<file path="config.mk">
export PLATFORM = sky130hd
export DESIGN_NAME = reg5_write_ctrl
export DESIGN_NICKNAME = d
export VERILOG_FILES = /design/src/rtl/reg5_write_ctrl.sv
export SDC_FILE = /design/constraint.sdc
export NUM_CORES = 1
export LEC_CHECK = 0
export CAP_MARGIN = 20
export CELL_PAD_IN_SITES_DETAIL_PLACEMENT = 0
export CELL_PAD_IN_SITES_GLOBAL_PLACEMENT = 2
export CORE_ASPECT_RATIO = 1.25
export CORE_UTILIZATION = 42
export DETAILED_ROUTE_END_ITERATION = 7
export DONT_BUFFER_PORTS = 1
export HOLD_SLACK_MARGIN = 0.05
export PLACE_DENSITY = 0.78
export SLEW_MARGIN = 25
export SYNTH_ARGS = -nofsm -noshare
export SYNTH_HDL_FRONTEND = slang
export SYNTH_SLANG_ARGS = --single-unit
</file>
<file path="constraint.sdc">
create_clock -name clk -period 5 [get_ports clk]
set_input_delay 0.5 -clock clk [delete_from_list [all_inputs] [get_ports clk]]
set_output_delay 0.5 -clock clk [all_outputs]
set_load 0.005 [all_outputs]
</file>
<file path="src/rtl/reg5_write_ctrl.sv">
// reg5_write_ctrl: control stage in front of four 5-bit loadable registers.
// It accepts one instruction per handshake, reads the operands back from
// rd_data, computes a 5-bit result and drives Din together with a one-cycle
// one-hot sel pulse. Each instruction takes three cycles:
// IDLE (handshake) -> DECODE (operand read and compute) -> EXEC (write pulse).
// Optional build macro: SAT_ADD_EN. When defined, ADD saturates to 5'b11111
// on overflow instead of wrapping. carry reports the overflow in both builds.
module reg5_write_ctrl (
    input  logic        clk,
    input  logic        rst_n,
    input  logic        instr_valid,
    output logic        instr_ready,
    input  logic [10:0] instr,
    input  logic [19:0] rd_data,
    output logic [4:0]  Din,
    output logic [3:0]  sel,
    output logic        busy,
    output logic        carry
);

    localparam int NREG = 4;
    localparam int W    = 5;

    typedef enum logic [1:0] {
        ST_IDLE   = 2'd0,
        ST_DECODE = 2'd1,
        ST_EXEC   = 2'd2
    } state_t;

    localparam logic [1:0] OP_LOAD = 2'b00;
    localparam logic [1:0] OP_MOVE = 2'b01;
    localparam logic [1:0] OP_ADD  = 2'b10;
    localparam logic [1:0] OP_NOP  = 2'b11;

    // Pick register idx out of the concatenated Dout bus.
    function automatic logic [W-1:0] reg_word(input logic [NREG*W-1:0] bus,
                                              input logic [1:0] idx);
        case (idx)
            2'd0:    reg_word = bus[4:0];
            2'd1:    reg_word = bus[9:5];
            2'd2:    reg_word = bus[14:10];
            2'd3:    reg_word = bus[19:15];
            default: reg_word = 5'd0;
        endcase
    endfunction

    // One-hot select for a 2-bit register index.
    function automatic logic [NREG-1:0] onehot(input logic [1:0] idx);
        case (idx)
            2'd0:    onehot = 4'b0001;
            2'd1:    onehot = 4'b0010;
            2'd2:    onehot = 4'b0100;
            2'd3:    onehot = 4'b1000;
            default: onehot = 4'b0000;
        endcase
    endfunction

    state_t         state_r;
    state_t         state_next_s;
    logic [1:0]     op_r;
    logic [1:0]     dst_r;
    logic [1:0]     src_r;
    logic [W-1:0]   imm_r;
    logic [W-1:0]   din_r;
    logic [NREG-1:0] sel_r;
    logic           ready_r;
    logic           busy_r;
    logic           carry_r;

    logic           xfer_s;
    logic [W-1:0]   dst_val_s;
    logic [W-1:0]   src_val_s;
    logic [W:0]     sum_s;
    logic [W-1:0]   result_s;

    assign xfer_s      = instr_valid & ready_r;
    assign instr_ready = ready_r;
    assign busy        = busy_r;
    assign Din         = din_r;
    assign sel         = sel_r;
    assign carry       = carry_r;

    // Next-state logic for the three-phase instruction sequence.
    always_comb begin
        state_next_s = state_r;
        case (state_r)
            ST_IDLE: begin
                if (xfer_s) begin
                    state_next_s = ST_DECODE;
                end else begin
                    state_next_s = ST_IDLE;
                end
            end
            ST_DECODE: state_next_s = ST_EXEC;
            ST_EXEC:   state_next_s = ST_IDLE;
            default:   state_next_s = ST_IDLE;
        endcase
    end

    // Operand read and result computation, used on the DECODE -> EXEC edge.
    always_comb begin
        dst_val_s = reg_word(rd_data, dst_r);
        src_val_s = reg_word(rd_data, src_r);
        sum_s     = {1'b0, dst_val_s} + {1'b0, src_val_s};
        result_s  = din_r;
        case (op_r)
            OP_LOAD: result_s = imm_r;
            OP_MOVE: result_s = src_val_s;
            OP_ADD: begin
`ifdef SAT_ADD_EN
                if (sum_s[W]) begin
                    result_s = 5'b11111;
                end else begin
                    result_s = sum_s[W-1:0];
                end
`else
                result_s = sum_s[W-1:0];
`endif
            end
            OP_NOP:  result_s = din_r;
            default: result_s = din_r;
        endcase
    end

    // State register and all registered outputs; reset drops sel at once.
    always_ff @(posedge clk or negedge rst_n) begin
        if (!rst_n) begin
            state_r <= ST_IDLE;
            op_r    <= 2'd0;
            dst_r   <= 2'd0;
            src_r   <= 2'd0;
            imm_r   <= 5'd0;
            din_r   <= 5'd0;
            sel_r   <= 4'd0;
            ready_r <= 1'b1;
            busy_r  <= 1'b0;
            carry_r <= 1'b0;
        end else begin
            state_r <= state_next_s;
            case (state_r)
                ST_IDLE: begin
                    sel_r <= 4'd0;
                    if (xfer_s) begin
                        op_r    <= instr[10:9];
                        dst_r   <= instr[8:7];
                        src_r   <= instr[6:5];
                        imm_r   <= instr[4:0];
                        ready_r <= 1'b0;
                        busy_r  <= 1'b1;
                    end
                end
                ST_DECODE: begin
                    if (op_r != OP_NOP) begin
                        din_r <= result_s;
                        sel_r <= onehot(dst_r);
                    end else begin
                        sel_r <= 4'd0;
                    end
                    if (op_r == OP_ADD) begin
                        carry_r <= sum_s[W];
                    end
                end
                ST_EXEC: begin
                    sel_r   <= 4'd0;
                    ready_r <= 1'b1;
                    busy_r  <= 1'b0;
                end
                default: begin
                    sel_r   <= 4'd0;
                    ready_r <= 1'b1;
                    busy_r  <= 1'b0;
                end
            endcase
        end
    end

endmodule
</file>
; Word-level counts from Yosys, hierarchy flattened
; Cells that the tools add are included.
[totals]
register_bits = 25
inputBits = 34
out_inout_bits = 12
elab_cells = 46
[classes]
addsub = 1
n_eq_ne = 12
muxes = 12
n_bitwise = 3
reduce_logical = 8
[op_table]
columns = cell, count
row1 = case mux 5 bit (4 select lines), 2
row2 = case mux 4 bit (4 select lines), 1
row3 = case mux 5 bit (3 select lines), 1
row4 = "equality test 2 bit, second input constant", 6
row5 = "equality test 2 x 1 -> 1 bit, second input constant", 4
row6 = logical NOT 2 bit, 4
row7 = two-way mux 4 bit, 2
row8 = adder 5 x 5 -> 6 bit, 1
row9 = AND reduction 2 bit, 3
row10 = "inequality test 2 bit, second input constant", 2
row11 = case mux 1 bit (2 select lines), 2
row12 = case mux 2 bit (2 select lines), 1
row13 = two-way mux 1 bit, 3
row14 = AND reduction 3 bit, 1
row15 = NOT 1 bit, 2
row16 = AND 1 bit, 1

; Depth between registers and ports, before layout
[logic_depth]
depth_word = 4
ltp_mapped = 8
ltp_nobuf = 7

; Worst setup path after synthesis
; OpenSTA, ideal clock, no wires.
[synth_path]
kind = reg-to-reg
from = register dst_r[0]
to = register din_r[2] (netlist: Din[2])
setup_ns = 0.135
arrival_time_ns = 2.190
required_time_ns = 4.865
slack_ns = 2.675
stages_incl_launch_ff = 8
path_buffers = 1
synth_period_minus_slack_ns = 2.325
path_cell_list = dfrtp_1 clkbuf_1 mux4_2 ha_1 fa_1 xor2_1 a221oi_2 a311oi_1
[synth_between]
elab_chain_cells = 4
word_cells_on_any_way = 7
classes_between = add/sub: 1 / eq/ne: 3 / mux: 2 / reduce/logical: 1
[synth_lines]
columns = item, line
row1 = start: declaration, 61  ; logic [1:0] dst_r;
row2 = start signal: assignment, 145  ; dst_r <= instr[8:7];
row3 = "equality test 2 bit, or another cell as far along", 38  ; case (idx)
row4 = case mux 5 bit (4 select lines) (*), 38
row5 = adder 5 x 5 -> 6 bit (*), 104  ; sum_s = {1'b0, dst_val_s} + {1'b0, src_val_s};
row6 = case mux 5 bit (3 select lines) (*), 106  ; case (op_r)
row7 = end signal: assignment, 154  ; din_r <= result_s;
row8 = end: declaration, 64  ; logic [W-1:0] din_r;
; Every way passes the cells marked *; elsewhere a longest branch is shown, timed or not.
; A chain may end at the register's enable or synchronous reset.

; Worst setup path in the final report
; Ends and elaborated chain as after synthesis.

==> flow_summary_export.csv <==
group,metric,value,unit
yosys,syn-mean-instance-area,12.1,sq um
layout,layout.nets,163,
timing,fmax,417,MHz
power,p_per_area,654,nW/um^2
layout,fill_cells,321,
grt,antenna_found_initial,0,
timing,final_hold_viol_count,0,
critical_path,end_kind,"flip-flop",
timing,fin_worst_skew,0.00222,ns
clock_tree,insertion_delay,0.26,ns
critical_path,crit_cells,6,
power,power_frac_comb,48.1,%
route,avgRoutedWirePerCell,18.9,um
timing,finalCriticalPeriod,2.40,ns
placed_design,dp_hpwl,2300,um
yosys,yosysSeqAreaShare,43.5,%
floorplanning,dieArea,3670,sq um
timing,min_period_over_period,48.0,%
power,p_int,0.592,mW
route,drt_drc_violations_left,0,
yosys,syn-cell-area,1440,sq um
outcome,status,"completed",
critical_path,required,5.16,ns
timing,finalWorstSetupSlack,2.60,ns
critical_path,crit_buf_inv,0,
grt,track_usage,18.1,%
yosys,syn_inst,119,
route,postRouteAntennaNets,0,
flow_run,cap_violations,0,
critical_path,r2r_end,"Din[2]",
clock_tree,cts-root-buf,"clkbuf_8",
layout,antenna_cells,0,
critical_path,cp_top_family,"adder cells",
layout,area_growth,4.60,%
route,drt_iter0_drc,28,
power,p_sw_share,40.0,%
floorplanning,core-area,3250,sq um
grt,grt_max_degree,25,
layout,drive_gt1_share,21.0,%
clock_tree,cts_buffers,3,
floorplanning,start_util,44.4,%
critical_path,start_kind,"flip-flop",
grt,grt_pass1_vias,963,
power,ir_drop,0.307,mV
clock_tree,cts_num_sinks,25,
floorplanning,ioPinCount,46,
critical_path,rr_worst_depth,6,
timing,grt_setup_unrepaired,"false",
route,firstDrtPassIters,4,
grt,grt_overflow,0,
floorplanning,die_w,54.4,um
critical_path,arrival,2.56,ns
yosys,postSynthNetCount,162,
critical_path,cp_cell_sequence,"mux4_2, ha_1, fa_1, xor2_1, a221oi_2, a311oi_1",
min_path,worstHoldPathType,"input pin to async pin",
yosys,synth.distinct_cells,30,
timing,maxSlewHeadroom,52.0,%
yosys,yosys_warnings,0,
route,via_count,914,
critical_path,crit_slowest_cell,"dfrtp_1",
clock_tree,cts_tree,"done",
grt,grt_pass1_wl,4640,um
power,power_leakage,0.632,nW
timing,maxSlewViolCount,0,
route,avgViaCountPerCell,5.86,
critical_path,r2r_start,"dst_r[0]",
clock_tree,cts_resized,0,
power,clkPwrFrac,11.6,%
timing,tns,0,ns
placed_design,gp_congestion,0.721,
critical_path,worstSetupEndpoint,"Din[2]",
critical_path,cpPeakStageDelay,0.58,ns
floorplanning,fp.dieH,67.5,um
critical_path,crit_type,"flip-flop to flip-flop",
placed_design,dp_slack,2.60,ns
critical_path,critPathMaxFanout,10,
yosys,ys_ff_latch,25,
critical_path,critPathLaunch,"dst_r[0]",
placed_design,numPortBuffers,0,
clock_tree,clockBufferDepth,2,
timing,worst_pin_slew,0.717,ns
power,seq_power_share,40.3,%
timing,setup_violations,0,
route,routed_wirelength,2940,um
clock_tree,path_clk_slew,0.08,ns
power,finalPower,0.987,mW
clock_tree,h-tree-depth,1,
power,p_switching,0.394,mW
floorplanning,rows,23,
critical_path,r2r_slack,2.60,ns
==> power groups by stage <==
stage          combinational [mW]  clock (mW)  sequential [mW]
3_5_place_dp                0.470           0            0.405
5_1_grt                     0.537       0.129            0.417
4_1_cts                     0.477       0.121            0.401
2_1_floorplan               0.435           0            0.346
6_report                    0.474       0.115            0.397
3_3_place_gp                0.461           0            0.401
==> metal layers <==
metal / wire, um / track usage, % / up-vias
met5: 0 / 0 / -
met4: 29 / 7.69 / 0
met3: 176 / 2.93 / 2
met2: 1550 / 30.2 / 27
met1: 1180 / 22.8 / 446
li1: - / - / 439
==> metrics by stage <==
| step | hold WS (ns) | utilization (%) | cells | area (sq um) |
|---|---|---|---|---|
| 2_1_floorplan | 0.204 | - | 119 | 1440 |
| 3_3_place_gp | 0.205 | 44.9 | 151 | 1460 |
| 3_5_place_dp | 0.205 | 44.9 | 151 | 1460 |
| 4_1_cts | 0.0605 | 46.6 | 156 | 1510 |
| 5_1_grt | 0.0526 | 46.4 | 156 | 1510 |
| 6_report | 0.0702 | 46.4 | 156 | 1510 |
==> cells by family (layout without fill, tap and decap cells) <==
logic type | count (synthesis) | count (layout) | share of synthesized area, %
compound gates | 26 | 26 | 11.6
xor+xnor | 1 | 1 | 0.607
fa+ha+maj | 9 | 9 | 8.33
buf+inv | 12 | 12 | 3.90
flops | 25 | 25 | 43.5
mux | 16 | 16 | 20.3
simple gates | 30 | 30 | 11.8
==> cells in the final DEF (no fill, tap or decap) <==
cell      instances
a21boi_0          1
a21o_1            1
a21oi_1           8
a221oi_1          2
a221oi_2          1
a311oi_1          3
and3_1            2
and3b_1           1
buf_2             1
clkbuf_1          1
clkbuf_8          3
dfrtp_1          24
dfstp_2           1
fa_1              1
ha_1              8
inv_1             7
mux2_2            6
mux4_2           10
nand2_1           9
nand3_1           2
nand3b_1          2
nor2_1            9
nor2b_1           1
nor3_4            1
nor3b_1           1
nor3b_2           1
o21ai_0           9
o31a_1            1
or4b_4            1
xor2_1            1
==> area by class of cell <==
cell class                 count  area (sq um)  area share (%)
tap                           37          46.3            3.07
inverter                       7          26.3            1.74
timing repair buffer           1          5.00           0.332
multi-input combinational     82           759            50.3
sequential                    25           627            41.5
clock buffer                   4          45.0            2.99
==> worst min path at each step <==
stage             endpoint  start  depth (start not counted)  slack, ns
2_1_floorplan       Din[0]  rst_n                          0       0.20
3_3_place_gp      dst_r[1]  rst_n                          0       0.21
3_5_place_dp      dst_r[1]  rst_n                          0       0.21
4_1_cts        instr_ready  rst_n                          0       0.06
5_1_grt        instr_ready  rst_n                          0       0.05
6_report       instr_ready  rst_n                          0       0.07
==> cell usage after synthesis <==
| library cell | instances | share of area (%) |
|---|---|---|
| o21ai_0 | 9 | 3.1 |
| or4b_4 | 1 | 0.95 |
| fa_1 | 1 | 1.4 |
| dfstp_2 | 1 | 1.8 |
| ha_1 | 8 | 6.9 |
| nor3b_1 | 1 | 0.52 |
| clkbuf_1 | 1 | 0.26 |
| mux2_2 | 6 | 4.7 |
| and3b_1 | 1 | 0.61 |
| a311oi_1 | 3 | 1.8 |
| a221oi_2 | 1 | 1.0 |
| a221oi_1 | 2 | 1.2 |
| buf_6 | 1 | 0.78 |
| nand3_1 | 2 | 0.69 |
| nand2_1 | 9 | 2.3 |
| mux4_2 | 10 | 16 |
| nor2_1 | 9 | 2.3 |
| and3_1 | 2 | 0.87 |
| a21boi_0 | 1 | 0.52 |
| a21o_1 | 1 | 0.52 |
| nor3b_2 | 1 | 0.87 |
| inv_1 | 7 | 1.8 |
| o31a_1 | 1 | 0.61 |
| nor3_4 | 1 | 1.1 |
| nor2b_1 | 1 | 0.43 |
| nand3b_1 | 2 | 1.0 |
| a21oi_1 | 8 | 2.8 |
| buf_2 | 3 | 1.0 |
| xor2_1 | 1 | 0.61 |
| dfrtp_1 | 24 | 42 |
==> sequential cells by signal (all words and copies together) (netlist names) <==
signal       cells
sel              4
dst_r            2
instr_ready      1
state_r          2
carry            1
src_r            2
Din              5
op_r             2
imm_r            5
busy             1
==> timing repair <==
action                    in CTS  in global routing
hold buffers                   1                  0
hold endpoints to repair      24                  0
setup buffers                  0                  0
(Power assumes the default switching activity.)
